## src/rtl/line_read_sched_if.sv

```systemverilog
// line_read_sched_if -- handshake/bus bundle for line_read_sched.
//   master : testbench / upstream side (drives WR_STB, LINE_START, RD_READY[, FREEZE])
//   slave  : the scheduler (drives WADR, RADR, RVALID, RLAST, DONE, BUSY,
//            OVERRUN, LINE_MISS)
// Optional FREEZE signal exists only when LINE_READ_SCHED_FREEZE_EN is defined.
interface line_read_sched_if #(
    parameter int ABIT = 12
);
    logic            WR_STB;
    logic            LINE_START;
    logic            RD_READY;
`ifdef LINE_READ_SCHED_FREEZE_EN
    logic            FREEZE;
`endif
    logic [ABIT:0]   WADR;
    logic [ABIT-1:0] RADR;
    logic            RVALID;
    logic            RLAST;
    logic            DONE;
    logic            BUSY;
    logic            OVERRUN;
    logic            LINE_MISS;

    modport master (
        output WR_STB, LINE_START, RD_READY,
`ifdef LINE_READ_SCHED_FREEZE_EN
        output FREEZE,
`endif
        input  WADR, RADR, RVALID, RLAST, DONE, BUSY, OVERRUN, LINE_MISS
    );

    modport slave (
        input  WR_STB, LINE_START, RD_READY,
`ifdef LINE_READ_SCHED_FREEZE_EN
        input  FREEZE,
`endif
        output WADR, RADR, RVALID, RLAST, DONE, BUSY, OVERRUN, LINE_MISS
    );
endinterface

```

## src/rtl/line_read_sched.sv

```systemverilog
// line_read_sched -- per-line read-address scheduler for a sample-pair buffer.
// A free-running write counter (WADR) tracks the audio writer. On LINE_START
// the pair address of WADR is snapshotted, offset, and LEN consecutive read
// pair addresses are issued on a valid/ready handshake.
// Ports:
//   CLK  : clock, rising edge
//   RST  : synchronous active-high reset
//   bus  : line_read_sched_if.slave (WR_STB, LINE_START, RD_READY in;
//          WADR, RADR, RVALID, RLAST, DONE, BUSY, OVERRUN, LINE_MISS out)
// Optional feature: define LINE_READ_SCHED_FREEZE_EN to add bus.FREEZE; a
// LINE_START with FREEZE=1 replays the previous snapshot (frozen display).
module line_read_sched #(
    parameter int ABIT   = 12,
    parameter int OFFSET = 402,
    parameter int LEN    = 800
) (
    input  logic              CLK,
    input  logic              RST,
    line_read_sched_if.slave  bus
);
    typedef enum logic [1:0] {S_IDLE, S_LOAD, S_RUN, S_DONE} state_t;

    state_t          state, state_nx;
    logic [ABIT:0]   wadr;
    logic [ABIT-1:0] wadr_cap;   // pair address seen in the LINE_START cycle
    logic [ABIT-1:0] snap;
    logic [ABIT-1:0] radr;
    logic [ABIT-1:0] cnt;        // 1-based index of the address on RADR
    logic [ABIT-1:0] load_val;
    logic            overrun;
    logic            line_miss;
    logic            rvalid;
    logic            rlast;
`ifdef LINE_READ_SCHED_FREEZE_EN
    logic            frz_cap;
`endif

    assign rvalid = (state == S_RUN);
    assign rlast  = rvalid && (cnt == ABIT'(LEN));

    // The +2 accounts for the two-cycle LINE_START -> first RVALID latency.
`ifdef LINE_READ_SCHED_FREEZE_EN
    assign load_val = frz_cap ? snap : wadr_cap + ABIT'(OFFSET + 2);
`else
    assign load_val = wadr_cap + ABIT'(OFFSET + 2);
`endif

    always_ff @(posedge CLK) begin
        if (RST) state <= S_IDLE;
        else     state <= state_nx;
    end

    always_comb begin
        state_nx = state;
        case (state)
            S_IDLE:  if (bus.LINE_START) state_nx = S_LOAD;
            S_LOAD:  state_nx = S_RUN;
            S_RUN:   if (bus.RD_READY && rlast) state_nx = S_DONE;
            S_DONE:  state_nx = S_IDLE;
            default: state_nx = S_IDLE;
        endcase
    end

    always_ff @(posedge CLK) begin
        if (RST) begin
            wadr      <= '0;
            wadr_cap  <= '0;
            snap      <= '0;
            radr      <= '0;
            cnt       <= '0;
            overrun   <= 1'b0;
            line_miss <= 1'b0;
`ifdef LINE_READ_SCHED_FREEZE_EN
            frz_cap   <= 1'b0;
`endif
        end else begin
            if (bus.WR_STB) wadr <= wadr + 1'b1;

            // Snapshot uses the pre-increment counter even if WR_STB is high.
            if (state == S_IDLE && bus.LINE_START) begin
                wadr_cap <= wadr[ABIT:1];
`ifdef LINE_READ_SCHED_FREEZE_EN
                frz_cap  <= bus.FREEZE;
`endif
            end

            if (bus.LINE_START && state != S_IDLE) line_miss <= 1'b1;
            if (bus.WR_STB && rvalid && wadr[ABIT:1] == radr) overrun <= 1'b1;

            case (state)
                S_LOAD: begin
                    snap <= load_val;
                    radr <= load_val;
                    cnt  <= ABIT'(1);
                end
                S_RUN: begin
                    if (bus.RD_READY && cnt < ABIT'(LEN)) begin
                        radr <= radr + 1'b1;
                        cnt  <= cnt + 1'b1;
                    end
                end
                default: ;
            endcase
        end
    end

    assign bus.WADR      = wadr;
    assign bus.RADR      = radr;
    assign bus.RVALID    = rvalid;
    assign bus.RLAST     = rlast;
    assign bus.DONE      = (state == S_DONE);
    assign bus.BUSY      = (state != S_IDLE);
    assign bus.OVERRUN   = overrun;
    assign bus.LINE_MISS = line_miss;
endmodule

```

## src/flat_wrapper.sv

```systemverilog
// flat-port wrapper written by rule: the top's interface ports become plain ports
module line_read_sched_flat 
#(
    parameter int ABIT   = 12,
    parameter int OFFSET = 402,
    parameter int LEN    = 800
)
  (CLK, RST, bus_WR_STB, bus_LINE_START, bus_RD_READY, bus_WADR, bus_RADR, bus_RVALID, bus_RLAST, bus_DONE, bus_BUSY, bus_OVERRUN, bus_LINE_MISS);
  line_read_sched_if #(.ABIT(ABIT)) bus_i ();
  input  logic CLK;
  input  logic RST;
  input wire logic [$bits(bus_i.WR_STB)-1:0] bus_WR_STB;
  input wire logic [$bits(bus_i.LINE_START)-1:0] bus_LINE_START;
  input wire logic [$bits(bus_i.RD_READY)-1:0] bus_RD_READY;
  output wire logic [$bits(bus_i.WADR)-1:0] bus_WADR;
  output wire logic [$bits(bus_i.RADR)-1:0] bus_RADR;
  output wire logic [$bits(bus_i.RVALID)-1:0] bus_RVALID;
  output wire logic [$bits(bus_i.RLAST)-1:0] bus_RLAST;
  output wire logic [$bits(bus_i.DONE)-1:0] bus_DONE;
  output wire logic [$bits(bus_i.BUSY)-1:0] bus_BUSY;
  output wire logic [$bits(bus_i.OVERRUN)-1:0] bus_OVERRUN;
  output wire logic [$bits(bus_i.LINE_MISS)-1:0] bus_LINE_MISS;
  assign bus_i.WR_STB = bus_WR_STB;
  assign bus_i.LINE_START = bus_LINE_START;
  assign bus_i.RD_READY = bus_RD_READY;
  assign bus_WADR = bus_i.WADR;
  assign bus_RADR = bus_i.RADR;
  assign bus_RVALID = bus_i.RVALID;
  assign bus_RLAST = bus_i.RLAST;
  assign bus_DONE = bus_i.DONE;
  assign bus_BUSY = bus_i.BUSY;
  assign bus_OVERRUN = bus_i.OVERRUN;
  assign bus_LINE_MISS = bus_i.LINE_MISS;
  line_read_sched #(.ABIT(ABIT), .OFFSET(OFFSET), .LEN(LEN)) u_core (.CLK(CLK), .RST(RST), .bus(bus_i));
endmodule
```

## config.mk

```make
export PLATFORM = sky130hd
export DESIGN_NAME = line_read_sched_flat
export DESIGN_NICKNAME = d
export VERILOG_FILES = /design/src/rtl/line_read_sched_if.sv /design/src/rtl/line_read_sched.sv /design/src/flat_wrapper.sv
export SDC_FILE = /design/constraint.sdc
export NUM_CORES = 1
export LEC_CHECK = 0
export CAP_MARGIN = 15
export CORE_ASPECT_RATIO = 1.1
export CORE_MARGIN = 4
export CORE_UTILIZATION = 53
export CTS_CLUSTER_SIZE = 28
export DETAILED_ROUTE_END_ITERATION = 8
export DONT_BUFFER_PORTS = 1
export PLACE_DENSITY = 0.68
export SYNTH_ARGS = -nofsm -noshare
export SYNTH_HDL_FRONTEND = slang
export SYNTH_SLANG_ARGS = --single-unit
```

## constraint.sdc

```tcl
create_clock -name CLK -period 2.3 [get_ports CLK]
set_input_delay 0.23 -clock CLK [delete_from_list [all_inputs] [get_ports CLK]]
set_output_delay 0.23 -clock CLK [all_outputs]
set_load 0.01 [all_outputs]
```

# == Word level (Yosys, flattened, before mapping) ==
# Cells that the tools add are included.
# word_totals
inputBits,5
register_bits,53
elab_cells,39
# classes
n_eq_ne,8
order_cmp,1
n_mux,7
reduce_logical,12
add_sub_neg,4
# op_table
operator,n
12-bit case mux with 2 select lines,2
12-bit by 1-bit adder with 12-bit output (second input constant),2
12-bit 2-to-1 mux,2
13-bit by 1-bit adder with 13-bit output (second input constant),1
12-bit by 9-bit adder with 12-bit output (second input constant),1
12-bit by 10-bit == test with 1-bit output (second input constant),1
12-bit == test,1
12-bit by 10-bit less-than comparator with 1-bit output (second input constant),1
2-bit case mux with 4 select lines,1
1-bit logical AND,7
2-bit inequality test (second input constant),3
2-bit == test (second input constant),2
2-bit 2-to-1 mux,2
2-bit AND reduction,2
2-bit nonzero test,2
2-bit by 1-bit == test with 1-bit output (second input constant),1
2-bit logical NOT,1

# == Longest topological paths before layout ==
# Gate-level depths: netlist (run 1).
# depth
ltp_word,5
depth_mapped,8

# == Worst setup path before layout (run 1) ==
# OpenSTA, ideal clock, no wires.
# synth_timing
path_kind,register to output
start,register u_core.state[0]
end,output bus_RLAST
required_ps,2070
arrival_ps,1556
stages_incl_launch_ff,7
path_buffers,2
slack_ps,514
cell_sequence,dfxtp_1 inv_1 ha_1 buf_2 inv_1 clkbuf_1 nor4_1
# synth_between
elab_chain_len,2
# synth_lines
item,line,text
"start, declared",line_read_sched.sv:23,"state_t state, state_nx;"
"start signal, assigned",line_read_sched.sv:50,else state <= state_nx;
2-bit == test,line_read_sched.sv:38,assign rvalid = (state == S_RUN);
named net bus_RVALID,flat_wrapper.sv:17,output wire logic [$bits(bus_i.RVALID)-1:0] bus_RVALID;
1-bit logical AND,line_read_sched.sv:39,assign rlast = rvalid && (cnt == ABIT'(LEN));
"end, declared",flat_wrapper.sv:18,output wire logic [$bits(bus_i.RLAST)-1:0] bus_RLAST;
# The timed path passes the listed nets, and every way through them passes these cells.

# == Final worst setup path (run 1) ==
# layout_timing
start,register u_core.cnt[6]
end,output bus_RLAST
# layout_between
elab_chain_len,2
# layout_lines
item,line,text
"start, declared",line_read_sched.sv:28,logic [ABIT-1:0] cnt;
"start signal, assigned",line_read_sched.sv:99,cnt <= cnt + 1'b1;
12-bit by 10-bit == test with 1-bit output,line_read_sched.sv:39,
1-bit logical AND,line_read_sched.sv:39,
# Every way passes these cells.

==> flow_summary.ini, run 1 <==
[synth]
synth-compound-area-share = 0.229
synth_top_family_by_area = simple AND/OR/NAND/NOR gates
syn_inst = 348
syn-num-nets = 362
synth_edf_count = 0
synth-xor-area-share = 0.0842
ys_warn_count = 0
synthMuxAreaShare = 0.00687
synthAdderAreaFrac = 0.0387
yosysUniqueCellTypes = 57
synth_seq_cells = 53
synth-simple-area-share = 0.232
synthFlopType = dfxtp_1
ys_seq_area_frac = 0.364
syn_area_sq_um = 2910
async_flop_share = 0
avgSynthCellArea_sq_um = 8.37

[routing]
drtIter0Drc = 120
vias = 2473
wl_per_cell_microns = 16.2
dr.pass1.iters = 4
drtAntennaViolNets = 0
viasPerCell = 5.83
totalWireLength_mm = 6.89
drc = 0

[worst_setup_path]
cp_top_family = simple AND/OR/NAND/NOR gates
reg2reg_depth = 7
crit_arrival_ns = 1.91
critPathBufInv = 1
crit_chain = or4_4, or3_1, nor4_1, buf_4
critPathLaunchType = flip-flop
path_class = reg -> out
cp_max_fo = 8
critPathRequiredTime_ns = 2.07
crit_path_max_incr_delay_ns = 0.54
critical_path_depth = 4
worstSetupEndpointType = primary output
crit_slowest_cell = or4_4

[final_layout]
fin_area_sq_um = 3130
nFillCells = 504
antennaDiodeCount = 0
nets = 362
fin_util = 0.584
fin_cells = 424
drive_above_1_share = 0.0946
area_growth_pct = 7.43

[job]
maxCapViolCount = 0

[place]
place_inst = 411
place.gp.congestion = 0.903
hpwl_mm = 4.94
portBuffers = 0
placed_area_sq_um = 2990

[sta]
relSlewSlack = 0.655
fin_tns_setup_ns = 0
slew_viol_final = 0
finalHoldViolCount = 0
rsz0062_at_grt = no
skew_ns = 0.00929
worst_hold_slack_ns = 0.0661
fin_crit_ns = 2.14
clock.fmax_ghz = 0.467
tightest_slew_ns = 0.515
min_period_over_period = 0.932
setup_viol = 0

[grt]
gr-total-overflow = 0
grtUsageTotal = 0.219
grt_max_degree = 52
antenna_found_initial = 0
first_global_vias = 2423
grt_pass1_wl_mm = 11.9

[die]
start_util = 0.543
die_y_microns = 85.8
core-area_sq_um = 5360
die_w_microns = 78.7
die-area_sq_um = 6750
io_pins = 36
rows = 28

[clocking]
clock_sinks = 53
clock_tree.buffer_depth = 2
cts-root-buf = clkbuf_8
cts_tree = done
clkLatencyLatePin_ns = 0.31
htree_num_levels = 2
clk_pin_slew_ns = 0.10
numCtsBuffers = 5

[pwr]
p_leak_nw = 0.972
p_per_area_nw_per_um2 = 936
ir_drop_mv = 0.464

[outcome]
status = finished, final reports clean

[hold_path]
holdPathStages = 2
worstHoldPathType = in -> reg
[cell type report]
cell class	count	area, sq um	share of cell area
Clock inverter	2	15.0	0.00480
Multi-Input combinational cell	262	1720	0.550
Timing Repair Buffer	13	113	0.0360
Sequential cell	53	1060	0.339
Tap cell	75	93.8	0.0300
Inverter	13	52.6	0.0168
Clock buffer	6	72.6	0.0232
[sequential cells by signal (all words and copies together) (netlist names)]
register	count
u_core.bus.RADR	12
u_core.state	2
u_core.cnt	12
u_core.bus.WADR	13
u_core.bus.OVERRUN	1
u_core.bus.LINE_MISS	1
u_core.wadr_cap	12
[kinds of logic (layout without fill, tap and decap cells)]
logic type / after synthesis / after routing
and+or+nand+nor: 129 / 129
AOI/OAI and AO/OA: 94 / 94
DFF: 53 / 53
buffers and inverters: 33 / 34
xor gates and xnor gates: 28 / 28
adders and majority gates: 9 / 9
muxes: 2 / 2
[power breakdown]
group	total, W	switching, W	internal (W)
combinational	0.00116	0.000698	0.000462
sequential	0.00124	0.000196	0.00104
clock	0.000532	0.000317	0.000215
[timing repair]
| action | 4_1_cts | 5_1_grt |
|---|---|---|
| endpoints found under the setup margin | 0 | 1 |
| hold buffers | 1 | 1 |
| hold endpoints to repair | 51 | 1 |
| setup buffers | 0 | 3 |
| resized for setup | 0 | 1 |
[cells in the final DEF (no fill, tap or decap), types with 2 or more instances in the layout]
| master | synthesis | routed |
|---|---|---|
| dfxtp_1 | 53 | 53 |
| nand2_1 | 41 | 41 |
| a21oi_1 | 38 | 38 |
| xnor2_1 | 21 | 21 |
| nor2_1 | 19 | 19 |
| o21ai_0 | 16 | 16 |
| nand3_1 | 14 | 14 |
| inv_1 | 13 | 12 |
| nand4_1 | 11 | 11 |
| buf_4 | 1 | 11 |
| nor3_1 | 9 | 9 |
| ha_1 | 9 | 9 |
| or3_1 | 7 | 7 |
| xor2_1 | 7 | 7 |
| nor4_1 | 5 | 5 |
| a211oi_1 | 5 | 5 |
| o31ai_1 | 5 | 5 |
| clkbuf_8 | 0 | 5 |
| and2_1 | 4 | 4 |
| clkinvlp_4 | 0 | 3 |
| nand2b_1 | 3 | 3 |
| a311oi_1 | 3 | 3 |
| mux2i_1 | 2 | 2 |
| a211oi_2 | 2 | 2 |
| nor2b_1 | 2 | 2 |
| o211a_1 | 2 | 2 |
| or4_1 | 2 | 2 |
| nor3b_1 | 2 | 2 |
| o22ai_1 | 2 | 2 |
| a21o_1 | 2 | 2 |
| a31oi_1 | 2 | 2 |
| o31a_1 | 2 | 2 |
| o21a_1 | 2 | 2 |
[metrics by stage]
step | power, W | setup WS [ns]
floorplan | 0.00207 | 0.514
global placement | 0.00235 | 0.395
detailed placement | 0.00237 | 0.309
CTS | 0.00291 | 0.0431
global route | 0.00315 | 0.0253
finish | 0.00293 | 0.157
[worst paths after layout]
check | from | to | slack (ns)
worst max-delay path | u_core.cnt[6]$_SDFFE_PP0P_ | bus_RLAST | 0.16
worst min-delay path | bus_LINE_START | u_core.bus.LINE_MISS$_SDFFE_PP0P_ | 0.07
worst max register to register | u_core.state[0]$_SDFFE_PP0P_ | u_core.bus.RADR[8]$_SDFFE_PP0P_ | 0.23
worst min register to register | u_core.wadr_cap[1]$_SDFFE_PP0P_ | u_core.wadr_cap[1]$_SDFFE_PP0P_ | 0.47
[routing by layer]
| layer | vias to the layer above | track usage | part of all wire |
|---|---|---|---|
| met5 | - | 0 | 0 |
| met2 | 51 | 0.385 | 0.51 |
| met3 | 11 | 0.0462 | 0.045 |
| met1 | 1157 | 0.270 | 0.43 |
| li1 | 1254 | - | - |
| met4 | 0 | 0.0636 | 0.017 |
[synth_stat cells (all sizes together) (3+ instances only)]
cell / instances / share of area
or4: 3 / 0.0090
ha: 9 / 0.039
and2: 4 / 0.0086
clkbuf: 15 / 0.019
nor4: 6 / 0.018
a21oi: 38 / 0.065
nand2: 42 / 0.055
nand3: 14 / 0.024
nor2: 20 / 0.028
xor2: 7 / 0.021
inv: 13 / 0.017
a211oi: 7 / 0.021
a311oi: 3 / 0.0090
o21ai: 17 / 0.033
buf: 5 / 0.0086
or3: 7 / 0.015
dfxtp: 53 / 0.36
nor3: 9 / 0.015
nand2b: 3 / 0.0064
o31ai: 5 / 0.013
nand4: 11 / 0.024
xnor2: 21 / 0.063
No activity file was read; power rests on OpenSTA's default activity.
==> inputs of run 2 (changes only) <==
--- a/config.mk
+++ b/config.mk
@@ -6,7 +6,6 @@
 export NUM_CORES = 1
 export LEC_CHECK = 0
 export CAP_MARGIN = 15
-export CORE_ASPECT_RATIO = 1.1
 export CORE_MARGIN = 4
 export CORE_UTILIZATION = 53
 export CTS_CLUSTER_SIZE = 28
==> run 2 against run 1 <==
  * First-iteration DRC count increased by 15%
  * Non-clock buffer count shrank 3
  * Count of clock-buffer cells in the layout unchanged
  * Setup slack got worse by 0.058 ns
  * Power down 0.29%
  * Sequential power about the same
  * Clock skew up 0.0025 ns
  * Combinational power about the same
  * Final cell count is 1.9% lower
  * Core utilization is 1.4 points higher
  * Sequential cell count unchanged
  * Global-route usage barely moved
  * Critical path type unchanged
  * Critical endpoint unchanged
  * Largest cell class unchanged
  * Largest power group unchanged
  * Highest routed layer unchanged
==> flow_summary.ini, run 2 (synthesis results as in run 1) <==
[grt]
antenna_found_initial = 0
gr-total-overflow = 0
grt_pass1_wl_mm = 11.5
first_global_vias = 2309
grt_max_degree = 52
grtUsageTotal = 0.219

[die]
die_w_microns = 82.1
die-area_sq_um = 6750
rows = 26
io_pins = 36
core-area_sq_um = 5200
start_util = 0.560
die_y_microns = 82.1

[sta]
fin_tns_setup_ns = 0
fin_crit_ns = 2.20
slew_viol_final = 0
relSlewSlack = 0.676
finalHoldViolCount = 0
setup_viol = 0
tightest_slew_ns = 0.484
skew_ns = 0.0117
min_period_over_period = 0.957
rsz0062_at_grt = no
clock.fmax_ghz = 0.454

[final_layout]
nFillCells = 474
largest_reg_flops = 13
nets = 359
multi_input_area_sq_um = 1720
regArea_sq_um = 1060
antennaDiodeCount = 0
area_growth_pct = 6.74
drive_above_1_share = 0.0896
fin_cells = 416
final_common_cell = dfxtp_1
most-common-layout-cells = dfxtp_1, nand2_1, a21oi_1

[place]
portBuffers = 0
place.gp.congestion = 0.853
hpwl_mm = 4.79
place_inst = 407

[clocking]
cts-root-buf = clkbuf_8
clock_sinks = 53
htree_num_levels = 2
cts_setup_buffers = 0
clkLatencyLatePin_ns = 0.31
cts_tree = done
clk_pin_slew_ns = 0.09
clock_tree.buffer_depth = 2
numCtsBuffers = 5

[worst_setup_path]
critPathLaunchType = flip-flop
cp_top_family = simple AND/OR/NAND/NOR gates
crit_arrival_ns = 1.97
worstSetupEndpointType = primary output
critPathRequiredTime_ns = 2.07
crit_slowest_cell = or4_4
path_class = reg -> out
cp_max_fo = 8
critPathBufInv = 1
crit_path_max_incr_delay_ns = 0.54
crit_chain = or4_4, or3_1, nor4_1, buf_4

[job]
maxCapViolCount = 0

[pwr]
p_switching_w = 0.00120
switching_share = 0.410
p_leak_nw = 0.962
pwr-share-clk = 0.182
pwr-share-seq = 0.417
p_per_area_nw_per_um2 = 939
combPwrFrac = 0.401
ir_drop_mv = 0.424
intPower_w = 0.00172

[outcome]
status = finished, final reports clean

[routing]
drtAntennaViolNets = 0
vias = 2461
totalWireLength_mm = 6.71
viasPerCell = 5.92
drtIter0Drc = 138
wl_per_cell_microns = 16.1
drc = 0
dr.pass1.iters = 4

[hold_path]
worstHoldPathType = in -> reg
-- run 2: repair_timing --
| action | 4_1_cts | 5_1_grt |
|---|---|---|
| setup endpoints to repair | 0 | 1 |
| endpoints found under the hold margin | 51 | 0 |
| gates resized for setup | 0 | 1 |
| hold buffers | 1 | 0 |
-- run 2: area by class of cell --
| type | count | area share |
|---|---|---|
| Multi-Input combinational cell | 262 | 0.555 |
| Sequential cell | 53 | 0.341 |
| Timing Repair Buffer | 10 | 0.0322 |
| Tap cell | 70 | 0.0282 |
| Clock buffer | 6 | 0.0233 |
| Inverter | 13 | 0.0157 |
| Clock inverter | 2 | 0.00483 |
-- run 2: per-layer routing --
metal  up-vias  GRT usage  share of wire
met2        48      0.380           0.50
met5         -          0              0
met3         4     0.0553          0.043
li1       1253          -              -
met4         0     0.0532         0.0057
met1      1156      0.271           0.45
-- run 2: final timing paths --
kind                                   startpoint                          endpoint  slack, ns  cells past startpoint
hold reg to reg   u_core.wadr_cap[0]$_SDFFE_PP0P_   u_core.wadr_cap[0]$_SDFFE_PP0P_       0.47                      2
hold / removal                                RST  u_core.bus.RADR[10]$_SDFFE_PP0P_       0.03                      1
setup / recovery       u_core.cnt[6]$_SDFFE_PP0P_                         bus_RLAST        0.1                      4
setup reg to reg     u_core.state[0]$_SDFFE_PP0P_   u_core.bus.RADR[8]$_SDFFE_PP0P_       0.39                      6
-- run 2: metrics by stage --
step	utilization	power (W)	worst slack [ns]	area, sq um	hold WS [ns]
4_1_cts	0.597	0.00294	0.0396	3110	0.0212
6_report	0.597	0.00292	0.0984	3110	0.0279
3_3_place_gp	0.576	0.00238	0.384	3000	0.305
2_1_floorplan	-	0.00207	0.514	2910	0.375
3_5_place_dp	0.576	0.00239	0.324	3000	0.306
5_1_grt	0.597	0.00312	0.0201	3110	0.0158
-- run 2: power groups by stage --
stage | logic [W] | clock network, W | registers, W
CTS | 0.00118 | 0.000545 | 0.00122
detailed placement | 0.00116 | 0 | 0.00124
finish | 0.00117 | 0.000532 | 0.00122
global route | 0.00131 | 0.000575 | 0.00124
global placement | 0.00114 | 0 | 0.00124
floorplan | 0.000847 | 0 | 0.00123
==> inputs of run 3 (changes only) <==
--- a/config.mk
+++ b/config.mk
@@ -6,7 +6,6 @@
 export NUM_CORES = 1
 export LEC_CHECK = 0
 export CAP_MARGIN = 15
-export CORE_MARGIN = 4
 export CORE_UTILIZATION = 53
 export CTS_CLUSTER_SIZE = 28
 export DETAILED_ROUTE_END_ITERATION = 8
==> run 3 against run 2 <==
  * Sequential cell count is the same
  * Power grew 7.1%
  * Sequential share of layout area shrank 0.54 points
  * Clock power is 43% higher
  * Combinational power about the same
  * Critical path depth unchanged
  * Hold slack lost 0.0028 ns
  * Die area down 14%
  * Via count increased by 0.77%
  * Routed wire length increased by 1.1%
  * Critical endpoint unchanged
  * Largest cell class unchanged
  * Largest power group unchanged
==> flow_summary.ini, run 3 (synthesis results as in run 1) <==
[worst_setup_path]
worstSetupEndpointType = primary output
crit_chain = or4_4, or3_1, nor4_1, buf_4
crit_slowest_cell = or4_4
cp_max_fo = 8
critPathRequiredTime_ns = 2.07
crit_path_max_incr_delay_ns = 0.54
critPathLaunchType = flip-flop
crit_arrival_ns = 1.93
path_class = reg -> out

[clocking]
clock_sinks = 53
clkLatencyLatePin_ns = 0.31
clock_tree.buffer_depth = 2
cts-root-buf = clkbuf_8
numCtsBuffers = 5
htree_num_levels = 2
cts_tree = done
clk_pin_slew_ns = 0.09

[routing]
dr.pass1.iters = 5
drc = 0
vias = 2480
wl_per_cell_microns = 16.3
drtAntennaViolNets = 0
totalWireLength_mm = 6.79
viasPerCell = 5.95
drtIter0Drc = 189

[die]
die-area_sq_um = 5800
io_pins = 36
core-area_sq_um = 5200
start_util = 0.560
die_w_microns = 76.1
die_y_microns = 76.1
rows = 26

[grt]
grtUsageTotal = 0.250
antenna_found_initial = 0
gr-total-overflow = 0
grt_pass1_wl_mm = 11.8
grt_max_degree = 52
first_global_vias = 2369

[sta]
relSlewSlack = 0.634
skew_ns = 0.0107
clock.fmax_ghz = 0.463
fin_tns_setup_ns = 0
rsz0062_at_grt = no
fin_crit_ns = 2.16
slew_viol_final = 0
tightest_slew_ns = 0.548
setup_viol = 0
finalHoldViolCount = 0
min_period_over_period = 0.938

[final_layout]
regArea_sq_um = 1060
largest_reg_flops = 13
drive_above_1_share = 0.0951
fin_util = 0.607
multi_input_area_sq_um = 1720
most-common-layout-cells = dfxtp_1, nand2_1, a21oi_1
antennaDiodeCount = 0
nets = 360
final_common_cell = dfxtp_1
nFillCells = 509
area_growth_pct = 8.46

[job]
maxCapViolCount = 0

[place]
hpwl_mm = 4.80
portBuffers = 0
place.gp.congestion = 0.830

[hold_path]
worstHoldPathType = in -> reg

[pwr]
p_per_area_nw_per_um2 = 989
p_leak_nw = 0.996
ir_drop_mv = 0.589

[outcome]
status = finished, final reports clean
## run 3: changes by cell type in the layout (fill, tap and decap cells not counted)
cell,delta
ha_2,-1
inv_1,-1
clkbuf_1,-1
buf_6,+1
buf_12,-1
buf_4,+1
bufinv_16,+2
clkinvlp_4,-1
inv_6,+1
ha_1,+1
## run 3: power breakdown
group / switching [W] / leakage [nW] / internal (W)
clock network: 0.000322 / 0.0687 / 0.000438
registers: 0.000191 / 0.430 / 0.00104
logic: 0.000693 / 0.498 / 0.000444
## run 3: timing repair
item                                    in CTS  in global routing
endpoints found under the hold margin       51                  0
buffers inserted                             0                  2
hold buffers                                 1                  0
gates resized for setup                      0                  2
endpoints found under the setup margin       0                  1
## run 3: per-layer routing
layer  up-vias  wire length [microns]  global-route usage  part of all wire
met5         -                      0                   0                 0
met4         0                     72              0.0635             0.011
met3         8                    347              0.0515             0.051
met2        62                   3380               0.436              0.50
met1      1161                   2990               0.313              0.44
li1       1249                      -                   -                 -
## run 3: worst max-delay path, delay by kind of cell (launching register included)
kind / cells / cell delay, ns
buffers and inverters: 1 / 0.17
DFF: 1 / 0.43
and+or+nand+nor: 3 / 1.03
## run 3: through the flow
step	setup WS (ns)	cells	hold slack [ns]	total power, W	instance area, sq um
floorplan	0.514	348	0.375	0.00207	2910
global placement	0.298	406	0.306	0.00233	2980
detailed placement	0.249	406	0.306	0.00235	2980
CTS	0.00136	415	0.0154	0.00313	3140
global route	0.0141	417	0.0131	0.00332	3160
finish	0.142	417	0.0251	0.00313	3160
## run 3: area by class of cell
type,count,share of cell area
multi-input combinational,262,0.545
sequential,53,0.336
timing repair buffer,11,0.0313
tap,70,0.0277
clock buffer,5,0.0218
clock inverter,3,0.0218
inverter,13,0.0166
## run 3: final timing paths
check / start / to / slack, ns / cells after the start
worst max-delay path: u_core.cnt[6]$_SDFFE_PP0P_ / bus_RLAST / 0.14 / 4
worst min-delay path: RST / u_core.bus.RADR[10]$_SDFFE_PP0P_ / 0.03 / 1
worst max register to register: u_core.state[0]$_SDFFE_PP0P_ / u_core.bus.RADR[8]$_SDFFE_PP0P_ / 0.29 / 7
worst min register to register: u_core.wadr_cap[0]$_SDFFE_PP0P_ / u_core.wadr_cap[0]$_SDFFE_PP0P_ / 0.47 / 2
